[config.mk]
export PLATFORM = sky130hd
export DESIGN_NAME = tty_output_fifo
export DESIGN_NICKNAME = d
export VERILOG_FILES = /design/src/rtl/tty_output_fifo.sv
export SDC_FILE = /design/constraint.sdc
export NUM_CORES = 1
export LEC_CHECK = 0
export BUFFER_PORTS_ARGS = -buffer_cell sky130_fd_sc_hd__buf_2
export CAP_MARGIN = 10
export CORE_MARGIN = 4
export CORE_UTILIZATION = 55
export DETAILED_ROUTE_END_ITERATION = 16
export PLACE_DENSITY = 0.82
export SLEW_MARGIN = 20
export SYNTH_ARGS = -nofsm -noshare
export SYNTH_HDL_FRONTEND = slang
export SYNTH_SLANG_ARGS = --single-unit
[constraint.sdc]
create_clock -name clk -period 3.2 [get_ports clk]
set_input_delay 0.64 -clock clk [delete_from_list [all_inputs] [get_ports clk]]
set_output_delay 0.64 -clock clk [all_outputs]
set_load 0.02 [all_outputs]
[src/rtl/tty_output_fifo.sv]
// Console-side byte FIFO that drains to the text console on tty_busy and emits ESC clear/home sequences.
// Optional: define TTY_OUTPUT_FIFO_DROP_COUNT_EN to add a saturating drop_count output.
module tty_output_fifo #(
    parameter int         ADDR_WIDTH = 4,
    parameter logic [7:0] ESC_CHAR   = 8'h1B
) (
    input  logic                  clk,
    input  logic                  reset,
    input  logic                  in_write,
    input  logic [7:0]            in_data,
    output logic                  in_full,
    input  logic                  cmd_clear,
    input  logic                  cmd_home,
    output logic                  cmd_busy,
    output logic [ADDR_WIDTH:0]   fifo_count,
    output logic                  overflow,
`ifdef TTY_OUTPUT_FIFO_DROP_COUNT_EN
    output logic [15:0]           drop_count,
`endif
    output logic                  tty_write,
    output logic [7:0]            tty_data,
    input  logic                  tty_busy
);

    localparam int                  DEPTH   = 1 << ADDR_WIDTH;
    localparam logic [ADDR_WIDTH:0] PTR_ONE = {{ADDR_WIDTH{1'b0}}, 1'b1};
    localparam logic [7:0]          CHAR_R  = 8'h52;
    localparam logic [7:0]          CHAR_LB = 8'h5B;
    localparam logic [7:0]          CHAR_H  = 8'h48;

    typedef enum logic [1:0] {
        S_IDLE,
        S_GAP,
        S_SEQ
    } state_t;

    state_t              r_state;
    logic [7:0]          r_mem [DEPTH];
    logic [ADDR_WIDTH:0] r_wrPtr;
    logic [ADDR_WIDTH:0] r_rdPtr;
    logic                r_overflow;
    logic                r_cmdBusy;
    logic                r_cmdHome;
    logic [1:0]          r_seqIdx;
    logic                r_ttyWrite;
    logic [7:0]          r_ttyData;

    logic [ADDR_WIDTH:0] w_count;
    logic                w_fifoFull;
    logic                w_fifoEmpty;
    logic                w_push;
    logic                w_drop;
    logic                w_pop;

    // Count never exceeds DEPTH, so its MSB alone marks the full condition.
    assign w_count     = r_wrPtr - r_rdPtr;
    assign w_fifoFull  = w_count[ADDR_WIDTH];
    assign w_fifoEmpty = (w_count == '0);
    assign in_full     = w_fifoFull | r_cmdBusy;
    assign w_push      = in_write & ~in_full;
    assign w_drop      = in_write & in_full;
    assign w_pop       = (r_state == S_IDLE) & ~tty_busy & ~w_fifoEmpty;

    assign fifo_count  = w_count;
    assign overflow    = r_overflow;
    assign cmd_busy    = r_cmdBusy;
    assign tty_write   = r_ttyWrite;
    assign tty_data    = r_ttyData;

    always_ff @(posedge clk) begin
        if (reset) begin
            r_wrPtr    <= '0;
            r_rdPtr    <= '0;
            r_overflow <= 1'b0;
        end else begin
            if (w_push) r_wrPtr <= r_wrPtr + PTR_ONE;
            if (w_pop)  r_rdPtr <= r_rdPtr + PTR_ONE;
            if (w_drop) r_overflow <= 1'b1;
        end
    end

    always_ff @(posedge clk) begin
        if (w_push) r_mem[r_wrPtr[ADDR_WIDTH-1:0]] <= in_data;
    end

    // GAP exists because tty_busy only reflects a consumed byte one cycle after the strobe.
    always_ff @(posedge clk) begin
        if (reset) begin
            r_state    <= S_IDLE;
            r_ttyWrite <= 1'b0;
            r_ttyData  <= 8'h00;
            r_seqIdx   <= 2'd0;
            r_cmdBusy  <= 1'b0;
            r_cmdHome  <= 1'b0;
        end else begin
            if (!r_cmdBusy && (cmd_clear || cmd_home)) begin
                r_cmdBusy <= 1'b1;
                r_cmdHome <= ~cmd_clear;
            end
            case (r_state)
                S_IDLE: begin
                    if (w_pop) begin
                        r_ttyWrite <= 1'b1;
                        r_ttyData  <= r_mem[r_rdPtr[ADDR_WIDTH-1:0]];
                        r_seqIdx   <= 2'd0;
                        r_state    <= S_GAP;
                    end else if (!tty_busy && r_cmdBusy) begin
                        r_ttyWrite <= 1'b1;
                        r_ttyData  <= ESC_CHAR;
                        r_seqIdx   <= 2'd1;
                        r_state    <= S_GAP;
                    end else begin
                        r_ttyWrite <= 1'b0;
                    end
                end
                S_GAP: begin
                    r_ttyWrite <= 1'b0;
                    r_state    <= (r_seqIdx == 2'd0) ? S_IDLE : S_SEQ;
                end
                S_SEQ: begin
                    if (!tty_busy) begin
                        r_ttyWrite <= 1'b1;
                        r_state    <= S_GAP;
                        if (!r_cmdHome) begin
                            r_ttyData <= CHAR_R;
                            r_seqIdx  <= 2'd0;
                            r_cmdBusy <= 1'b0;
                        end else if (r_seqIdx == 2'd1) begin
                            r_ttyData <= CHAR_LB;
                            r_seqIdx  <= 2'd2;
                        end else begin
                            r_ttyData <= CHAR_H;
                            r_seqIdx  <= 2'd0;
                            r_cmdBusy <= 1'b0;
                        end
                    end else begin
                        r_ttyWrite <= 1'b0;
                    end
                end
                default: begin
                    r_ttyWrite <= 1'b0;
                    r_state    <= S_IDLE;
                end
            endcase
        end
    end

`ifdef TTY_OUTPUT_FIFO_DROP_COUNT_EN
    logic [15:0] r_dropCount;
    assign drop_count = r_dropCount;

    always_ff @(posedge clk) begin
        if (reset) begin
            r_dropCount <= 16'h0000;
        end else if (w_drop && (r_dropCount != 16'hFFFF)) begin
            r_dropCount <= r_dropCount + 16'h0001;
        end
    end
`endif

endmodule

; ---- Word-level counts from Yosys, hierarchy flattened
; Memory sizes are Yosys's and may differ from the RTL's. A register that Yosys moved wholly into a read port is not among the register bits.
; Index checks and enable logic that the tools add are counted.
[totals]
ramBits = 128
mem_count = 1
inputBits = 14
ff_bits = 26
out_inout_bits = 17
[mem_list]
columns = name, words, width, rd, rd_ports_with_merged_regs, wr, line
row1 = r_mem, 16, 8, 1, 1, 1, 38  ; logic [7:0] r_mem [DEPTH];
[classes]
n_reduce_logical = 11
n_bitwise = 9
n_eq_ne = 5
n_addsub = 3
mux = 29
[ops]
columns = op, count
row1 = two-way mux 8 bit, 3
row2 = two-way mux 2 bit, 8
row3 = case mux 8 bit (2 select lines), 1
row4 = adder 5 x 1 -> 5 bit (second input constant), 2
row5 = two-way mux 1 bit, 10
row6 = two-way mux 5 bit, 2
row7 = two-way mux 4 bit, 2
row8 = case mux 2 bit (3 select lines), 1
row9 = logical NOT 5 bit, 1
row10 = subtractor 5 bit, 1
row11 = bitwise AND 1 bit, 4
row12 = equality test 2 x 1 -> 1 bit (second input constant), 2
row13 = logical NOT 2 bit, 2
row14 = inverter 1 bit, 4
row15 = case mux 2 bit (2 select lines), 1
row16 = inequality test 3 x 2 -> 1 bit (second input constant), 1
row17 = AND reduction 3 bit, 1
row18 = equality test 2 bit (second input constant), 1
row19 = logical AND 1 bit, 2
row20 = logical NOT 1 bit, 2
row21 = inequality test 2 bit (second input constant), 1
row22 = case mux 1 bit (2 select lines), 1
row23 = AND reduction 2 bit, 1
row24 = nonzero test 2 bit, 1
row25 = 2 further kinds, 2

; ---- Depth between registers and ports, before layout
; Gate-level depths: netlist of run 1.
[logic_depth]
ltp_word = 7
mapped_depth = 11
mapped_depth_nobuf = 10

; ---- Least setup slack after synthesis of run 1
; No wires, ideal clock.
[synth_path]
path_type = flip-flop to flip-flop
start = register r_wrPtr[0]
end = memory r_mem[2][0], enable pin
setup_ns = 0.395
stages_incl_launch_ff = 12
setup_slack_ns = -0.309
arrival_time_ns = 3.115
cell_sequence = dfxtp_1 -> inv_1 -> ha_1 -> inv_1 -> fa_1 -> a21o_1 -> a21oi_2 -> xnor2_2 -> or3_1 -> buf_2 -> clkbuf_1 -> nor4_1
[synth_between]
elab_chain_len = 6
[synth_rtl]
columns = item, line
row1 = "start, declared", 39  ; logic [ADDR_WIDTH:0] r_wrPtr;
row2 = "start signal, assigned", 76  ; if (w_push) r_wrPtr <= r_wrPtr + PTR_ONE;
row3 = subtractor 5 bit, 56  ; assign w_count = r_wrPtr - r_rdPtr;
row4 = via fifo_count[4], 15  ; output logic [ADDR_WIDTH:0] fifo_count,
row5 = bitwise OR 1 bit, 59  ; assign in_full = w_fifoFull | r_cmdBusy;
row6 = inverter 1 bit, 60  ; assign w_push = in_write & ~in_full;
row7 = bitwise AND 1 bit, 60
row8 = two-way mux 1 bit, 83  ; if (w_push) r_mem[r_wrPtr[ADDR_WIDTH-1:0]] <= in_data;
row9 = two-way mux 1 bit (implied by the code), 83
row10 = "end, declared", 38
; The timed path passes the listed nets, and every way through them passes these cells.

; ---- Worst setup path after layout of run 1
[layout_path]
start = register r_wrPtr[0]
end = output in_full
[layout_between]
elab_chain_len = 2
[layout_rtl]
columns = item, line
row1 = subtractor 5 bit, 56
row2 = bitwise OR 1 bit, 59
row3 = "end, declared", 11  ; output logic in_full,
; Every way passes these cells.

==> out/qor.yml, run 1 <==
status: "finished, final reports clean"
netSwitchingPower_mw: 1.61
synth_edf_count: 128
final_common_cell: "edfxtp_1"
muxShareOfSynthArea_pct: 13.9
p_seq_share_pct: 42.4
synth_top_family_by_area: "multiplexers"
fill_cells: 705
cts_buffer_depth: 2
grt_pass1_wl_mm: 21.7
multiInputGateArea_sq_um: 1780
synth_cell_types: 40
synthTopCellsByArea: "edfxtp_1 (61%), mux4_2 (12%), dfxtp_1 (9.5%)"
critPathLaunchType: "flop"
drt-pass1-iter-count: 5
power_switching_share_pct: 27.8
p_int_mw: 4.18
tns_ns: 0
clkLatencyLatePin_ns: 0.42
fmax_ghz: 0.324
rows: 38
cts_max_level: 4
ios: 31
synth-simple-area-share_pct: 5.61
dieArea_sq_um: 13300
whs_ns: 0.424
reg2reg_depth: 11
synth_xor_area_share_pct: 1.09
seq_area_sq_um: 4450
finalCritPeriodShare_pct: 96.5
power_frac_comb_pct: 21.4
synth_flop_cell: "edfxtp_1"
gr-total-overflow: 0
antenna_found_initial: 0
synth_async_sr_flop_share_pct: 0
clockRootBuffer: "clkbuf_16"
p_per_area_nw_per_um2: 779
drc_errors: 0
skew_ns: 0.00889
placed_cells: 544
hp-class: "input pin to flop"
final_cells: 577
routed_wl_mm: 13.9
grt_pass1_vias: 3682
nNetsFinal: 448
synth_fp_nets: 393
antennaDiodeCount: 0
crit_path_end: "in_full"
crit_path_start: "r_wrPtr[0]$_SDFFE_PP0P_"
synth-compound-area-share_pct: 4.84
crit_fanout: 7
ys_ff_latch: 158
hpwlAfterDp_mm: 9.24
critPathKind: "flop to primary output"
path_clk_slew_ns: 0.06
hold_viol: 0
grt_usage_pct: 22.9
die_y_um: 115
synth-seq-area-share_pct: 70.1
p_leak_nw: 2.50
viasPerCell: 6.24
timing.rr.end: "r_mem[9][4]$_DFFE_PP_"
power_frac_clock_pct: 36.1
cp-end-kind: "primary output"
yosysTopAreaCell: "edfxtp_1"
final_cell_mix: "edfxtp_1 (128), mux4_2 (35), buf_2 (29)"
ir_worst_vdd_uv: 777
period_needed_ns: 3.09
synth_top_area_share_pct: 60.6
numPortBuffers: 30
grt_start_max_net_pins: 29
drt_iter0_markers: 446
regToRegStartpoint: "r_wrPtr[0]$_SDFFE_PP0P_"
die_width_um: 115
cts_made_buffers: 17
routedWlPerCell_um: 24.1
max_slew_margin_pct: 35.4
gp_congestion: 0.904
num_vias: 3598
tightest_slew_ns: 0.957
cts_tree: "built"
antenna_left: 0
finalSetupViolations: 0
synthAdderAreaFrac_pct: 2.09
avgSynthCellArea_sq_um: 17.2
synth_area_sq_um: 6340
drv_slew: 0
cap_violations: 0
r2r_setup_slack_ns: 0.23
cp.arrival_ns: 2.45
design.core.area_sq_um: 11100
drive_gt1_share_pct: 30.0
syn_inst: 369
cts_hold_buf: 0
clkSinkCount: 158
initial_core_util_pct: 57.2
area_delta_synth_final_pct: 17.4
worst_ep_required_time_ns: 2.56
yosys_warnings: 0
-- sequential cells by signal (all words and copies together) (netlist names), named ones only --
signal and flops:
r_mem 128, r_state 2, overflow 1, r_cmdHome 1, r_seqIdx 2, r_wrPtr 5
tty_data 8, tty_write 1, r_rdPtr 5, cmd_busy 1
-- area by class of cell --
class | instances | share of cell area, %
clock buffer | 17 | 5.72
clock inverter | 15 | 2.62
multi-input combinational | 175 | 23.9
inverter | 16 | 0.807
tap | 140 | 2.35
timing repair buffer | 56 | 4.84
sequential | 158 | 59.8
-- power by group through the flow --
stage	Combinational, mW	Sequential (mW)	Clock, mW
after floorplan	0.813	2.49	0
after global placement	1.14	2.49	0
after detailed placement	1.18	2.50	0
after CTS	1.20	2.46	2.11
after global routing	1.33	2.48	2.22
final	1.24	2.46	2.09
-- Yosys cell counts (3+ instances only) --
cell        n
buf_2       6
xor2_1      4
edfxtp_1  128
nor3_1     13
a211o_1     3
or4_1       3
nor2b_1     7
mux4_2     35
inv_1      16
ha_1        9
clkbuf_1    9
a211oi_1    6
nor2_1     19
mux2i_1     7
o21ai_0     5
or3_1       5
nor4_1      3
dfxtp_1    30
o21ai_1     3
nand3_1     3
o211ai_1    3
nand2_1     5
nand2b_1   10
a21oi_1    15
buf_1       3
-- metrics by stage --
step	total power [mW]	util [%]	worst slack [ns]	instance area (sq um)
2_1_floorplan	3.30	-	-0.127	6340
3_3_place_gp	3.63	61.2	0.354	6780
3_5_place_dp	3.68	61.2	0.234	6780
4_1_cts	5.77	66.8	0.00620	7400
5_1_grt	6.03	67.2	-0.00344	7440
6_report	5.80	67.2	0.110	7440
-- worst min-delay path by stage --
stage | from | endpoint | slack [ns] | depth (start not counted)
final | cmd_clear | r_cmdHome$_SDFFE_PP0P_ | 0.42 | 2
after global routing | cmd_clear | r_cmdHome$_SDFFE_PP0P_ | 0.43 | 2
after CTS | cmd_clear | r_cmdHome$_SDFFE_PP0P_ | 0.41 | 2
after detailed placement | tty_data[3]$_SDFFE_PP0P_ | tty_data[3]$_SDFFE_PP0P_ | 0.45 | 2
after global placement | overflow$_SDFFE_PP0P_ | overflow$_SDFFE_PP0P_ | 0.44 | 2
after floorplan | r_seqIdx[0]$_SDFFE_PP0P_ | r_seqIdx[0]$_SDFFE_PP0P_ | 0.45 | 2
-- kinds of logic (layout without fill, tap and decap cells) --
| group | Yosys count | in the layout |
|---|---|---|
| AND/OR/NAND/NOR | 69 | 69 |
| flip-flops | 158 | 158 |
| XOR/XNOR | 7 | 7 |
| AO/OA/AOI/OAI | 45 | 45 |
| buffers and inverters | 36 | 104 |
| adder cells (fa/ha/maj) | 10 | 10 |
| multiplexers | 44 | 44 |
-- what timing repair did --
action,CTS,global route
setup endpoints to repair,0,1
buffers inserted,0,1
gates resized for setup,0,6
-- worst max-delay path: stages, from the launching register on --
cell	delay, ns
dfxtp_1	0.35
inv_2	0.11
ha_1	0.17
inv_1	0.06
fa_1	0.40
a21o_1	0.23
a21oi_4	0.19
xnor2_4	0.19
nand2b_4	0.19
buf_4	0.14
-- layer usage --
layer	GRT usage [%]	vias to the layer above	part of all wire [%]
li1	-	1557	-
met1	32.4	1810	40
met2	35.8	211	48
met3	6.05	20	9.6
met4	6.18	0	1.7
met5	0	-	0
Note: power is estimated with default switching activity, not from simulation.
==> inputs of run 2 (changes only) <==
==> constraint.sdc (replaced) <==
create_clock -name clk -period 3.2 [get_ports clk]
set_input_delay 0.48 -clock clk [delete_from_list [all_inputs] [get_ports clk]]
set_output_delay 0.48 -clock clk [all_outputs]
set_load 0.02 [all_outputs]
==> out/qor.yml, run 2 (same netlist as run 1, synthesis figures left out) <==
status: "finished, final reports clean"
post-place-ws_ns: 0.234
nNetsFinal: 447
hold_viol: 0
wl_met3_mm: 1.43
reg2reg_depth: 11
drt_iter0_markers: 432
drv_slew: 0
final_cells: 576
top_layer: "met4"
cts_made_buffers: 17
antennaDiodeCount: 0
seq_area_sq_um: 4450
cts_tree: "built"
design.core.area_sq_um: 11100
postLayoutSetupSlackWorst_ns: 0.185
dpl_cell_area_sq_um: 6780
slowest_delay_ns: 0.40
r2r_setup_slack_ns: 0.18
rsz0062_at_grt: "no"
grt_pass1_wl_mm: 21.7
die_width_um: 115
fmax_ghz: 0.332
cp.depth: 9
antenna_left: 0
clockRootBuffer: "clkbuf_16"
wl_met1_mm: 5.43
critPathLaunchType: "flop"
cts_buffer_depth: 2
initial_core_util_pct: 57.2
whs_ns: 0.267
p_leak_nw: 2.49
rows: 38
period_needed_ns: 3.02
hpwlAfterDp_mm: 9.24
num_vias: 3613
cts_hold_buf: 0
routedWlPerCell_um: 23.9
critPathBufInv: 3
grt_start_max_net_pins: 29
final_common_cell: "edfxtp_1"
clkSinkCount: 158
fin_area_sq_um: 7400
finalSetupViolations: 0
gr-total-overflow: 0
drive_gt1_share_pct: 29.1
ir_worst_vdd_uv: 778
whs_path_depth: 2
ios: 31
grt_usage_pct: 22.9
die_y_um: 115
tns_ns: 0
path_common_cell: "inv_1"
p_per_area_nw_per_um2: 776
cp.arrival_ns: 2.54
cts_resized: 0
final_cell_mix: "edfxtp_1 (128), mux4_2 (35), buf_2 (30)"
cp-end-kind: "primary output"
crit_fanout: 7
tightest_slew_ns: 0.916
dr_wl_met2_mm: 6.67
placed_cells: 544
critPathKind: "flop to primary output"
crit_slowest_cell: "fa_1"
cp_top_family: "adder cells"
hp-class: "input pin to flop"
fill_cells: 708
cts_max_level: 4
cap_violations: 0
routed_wl_mm: 13.8
finalCritPeriodShare_pct: 94.2
fin_util_pct: 66.8
multiInputGateArea_sq_um: 1750
crit_chain: "inv_1, ha_1, inv_1, fa_1, a21o_1, a21oi_2, xnor2_2, nand2b_1, buf_2"
postCtsSetupBuffers: 0
clkLatencyLatePin_ns: 0.42
area_delta_synth_final_pct: 16.8
power_mw: 5.75
gp_congestion: 0.904
grt_pass1_vias: 3682
largest_register_ff_count: 128
worst_ep_required_time_ns: 2.72
path_clk_slew_ns: 0.06
numPortBuffers: 30
dieArea_sq_um: 13300
drc_errors: 0
viasPerCell: 6.27
skew_ns: 0.00784
drt-pass1-iter-count: 6
max_slew_margin_pct: 38.1
antenna_found_initial: 0
==> run 2: final timing paths <==
check                                               from                  endpoint
worst min register to register  tty_data[3]$_SDFFE_PP0P_  tty_data[3]$_SDFFE_PP0P_
worst max register to register   r_wrPtr[0]$_SDFFE_PP0P_     r_mem[9][4]$_DFFE_PP_
worst max-delay path             r_wrPtr[0]$_SDFFE_PP0P_                   in_full
worst min-delay path                           cmd_clear    r_cmdHome$_SDFFE_PP0P_
==> run 2: per-layer routing <==
layer,vias to the layer above,global-route usage (%)
met4,0,6.18
met5,-,0
met1,1794,32.4
li1,1554,-
met2,238,35.8
met3,27,6.05
==> run 2: cell type report <==
type,instances,area share (%)
clock buffer,17,5.75
clock inverter,15,2.64
inverter,16,0.811
multi-input combinational,175,23.6
sequential,158,60.1
tap,140,2.37
timing repair buffer,55,4.73
==> run 2: power by group <==
| group | internal (mW) | total [mW] | switching [mW] |
|---|---|---|---|
| combinational | 0.521 | 1.20 | 0.679 |
| clock | 1.30 | 2.09 | 0.788 |
| sequential | 2.34 | 2.46 | 0.122 |
==> inputs of run 3 (changes only) <==
--- a/config.mk
+++ b/config.mk
@@ -5,12 +5,14 @@
 export SDC_FILE = /design/constraint.sdc
 export NUM_CORES = 1
 export LEC_CHECK = 0
+export ABC_AREA = 1
 export BUFFER_PORTS_ARGS = -buffer_cell sky130_fd_sc_hd__buf_2
 export CAP_MARGIN = 10
 export CORE_MARGIN = 4
 export CORE_UTILIZATION = 55
 export DETAILED_ROUTE_END_ITERATION = 16
-export PLACE_DENSITY = 0.82
+export PLACE_DENSITY = 0.81
+export SKIP_CTS_REPAIR_TIMING = 1
 export SLEW_MARGIN = 20
 export SYNTH_ARGS = -nofsm -noshare
 export SYNTH_HDL_FRONTEND = slang
==> out/qor.yml, run 3 <==
final_common_cell: "nand2_1"
die_width_um: 120
cp-end-kind: "flop"
antennaDiodeCount: 0
synthTopCellsByArea: "edfxtp_1 (56%), nand2_1 (9.7%), dfxtp_1 (8.7%)"
tightest_slew_ns: 0.938
muxShareOfSynthArea_pct: 0
drt-pass1-iter-count: 7
viasPerCell: 5.58
hpwlAfterDp_mm: 10.1
ir_worst_vdd_uv: 484
cts_made_buffers: 17
cp.arrival_ns: 2.85
die_y_um: 120
dieArea_sq_um: 14300
yosysTopAreaCell: "edfxtp_1"
fmax_ghz: 0.358
grt_pass1_vias: 4858
worst_ep_required_time_ns: 3.25
rows: 40
yosys_warnings: 0
design.core.area_sq_um: 12100
clkSinkCount: 158
slowest_delay_ns: 0.53
synth_most_common_cell: "nand2_1"
grt_start_max_net_pins: 74
gp_congestion: 0.952
largest_register_ff_count: 128
crit_chain: "inv_1, ha_1, inv_1, fa_1, nand3_1, nand3_1, nand2_4, nand3_4, inv_2, nand2_1, nor2_1"
placed_cells: 861
crit_fanout: 8
postLayoutSetupSlackWorst_ns: 0.406
crit_slowest_cell: "nor2_1"
skew_ns: 0.00558
hold_viol: 0
synth_top_family_by_area: "simple AND/OR/NAND/NOR gates"
synthAdderAreaFrac_pct: 1.93
drv_slew: 0
clockRootBuffer: "clkbuf_16"
synth-simple-area-share_pct: 23.9
ios: 31
finalCritPeriodShare_pct: 87.3
final_cells: 893
synth_area_sq_um: 6870
rsz0062_at_grt: "no"
synth_xor_area_share_pct: 0.127
grt_pass1_wl_mm: 25.0
max_slew_margin_pct: 37.5
cts_tree: "built"
synth_top_area_share_pct: 55.9
synth_cell_types: 33
status: "finished, final reports clean"
routed_wl_mm: 15.6
gr-total-overflow: 0
antenna_left: 0
clkLatencyLatePin_ns: 0.42
p_per_area_nw_per_um2: 814
post-place-ws_ns: 0.421
power_mw: 6.23
hp-class: "input pin to flop"
grt_usage_pct: 23.0
synth_async_sr_flop_share_pct: 0
drc_errors: 0
num_vias: 4985
cts_buffer_depth: 2
syn_inst: 680
nNetsFinal: 736
synth-seq-area-share_pct: 64.7
critPathBufInv: 3
fin_area_sq_um: 7650
fin_util_pct: 63.2
synth_flop_cell: "edfxtp_1"
avgSynthCellArea_sq_um: 10.1
synth_edf_count: 128
cts_max_level: 4
p_leak_nw: 3.02
area_delta_synth_final_pct: 11.3
cp_top_family: "simple AND/OR/NAND/NOR gates"
synth-compound-area-share_pct: 3.75
ys_ff_latch: 158
synth_fp_nets: 704
dpl_cell_area_sq_um: 7150
whs_ns: 0.272
drive_gt1_share_pct: 12.8
initial_core_util_pct: 56.7
finalSetupViolations: 0
routedWlPerCell_um: 17.5
antenna_found_initial: 0
drt_iter0_markers: 562
final_cell_mix: "nand2_1 (177), edfxtp_1 (128), nand3_1 (92)"
critPathKind: "flop to flop"
cap_violations: 0
tns_ns: 0
ys_top_cells_by_count: "nand2_1 (177), edfxtp_1 (128), nand3_1 (92), nor2_1 (82), inv_1 (49)"
critPathLaunchType: "flop"
numPortBuffers: 30
period_needed_ns: 2.79
path_clk_slew_ns: 0.06
run 3: worst reg2reg max path: cells and delay by family, from the launching register on:
| family | cells | cell delay (ns) |
|---|---|---|
| fa+ha+maj | 2 | 0.58 |
| buf+inv | 3 | 0.35 |
| flops | 1 | 0.33 |
| simple gates | 6 | 1.16 |
run 3: layout make-up:
cell class | count | area (sq um)
inverter | 56 | 210
sequential | 158 | 4450
clock inverter | 9 | 47.5
timing repair buffer | 42 | 240
tap | 168 | 210
fill | 945 | 4460
multi-input combinational | 437 | 2040
clock buffer | 23 | 458
run 3: final timing paths:
kind                             to  cells past startpoint  slack (ns)               startpoint
min reg2reg   overflow$_SDFFE_PP0P_                      2        0.46    overflow$_SDFFE_PP0P_
min          r_cmdHome$_SDFFE_PP0P_                      2        0.27                cmd_clear
max reg2reg   r_mem[8][4]$_DFFE_PP_                     11        0.41  r_wrPtr[0]$_SDFFE_PP0P_
max           r_mem[8][4]$_DFFE_PP_                     11        0.41  r_wrPtr[0]$_SDFFE_PP0P_
run 3: kinds of logic after synthesis:
logic type	Yosys count
DFF	158
adders and majority gates	10
xor gates and xnor gates	1
AOI/OAI and AO/OA	48
and+or+nand+nor	378
buffers and inverters	85
run 3: routing by layer:
| metal | global-route usage (%) | wire, um | vias to the layer above |
|---|---|---|---|
| met3 | 6.93 | 1390 | 36 |
| met5 | 0 | 0 | - |
| met2 | 38.5 | 7750 | 234 |
| met1 | 28.1 | 6070 | 2376 |
| li1 | - | - | 2339 |
| met4 | 9.23 | 413 | 0 |
run 3: report_power, final:
part	internal, mW	switching [mW]
registers	2.36	0.0726
logic	0.603	1.45
clock network	0.996	0.748
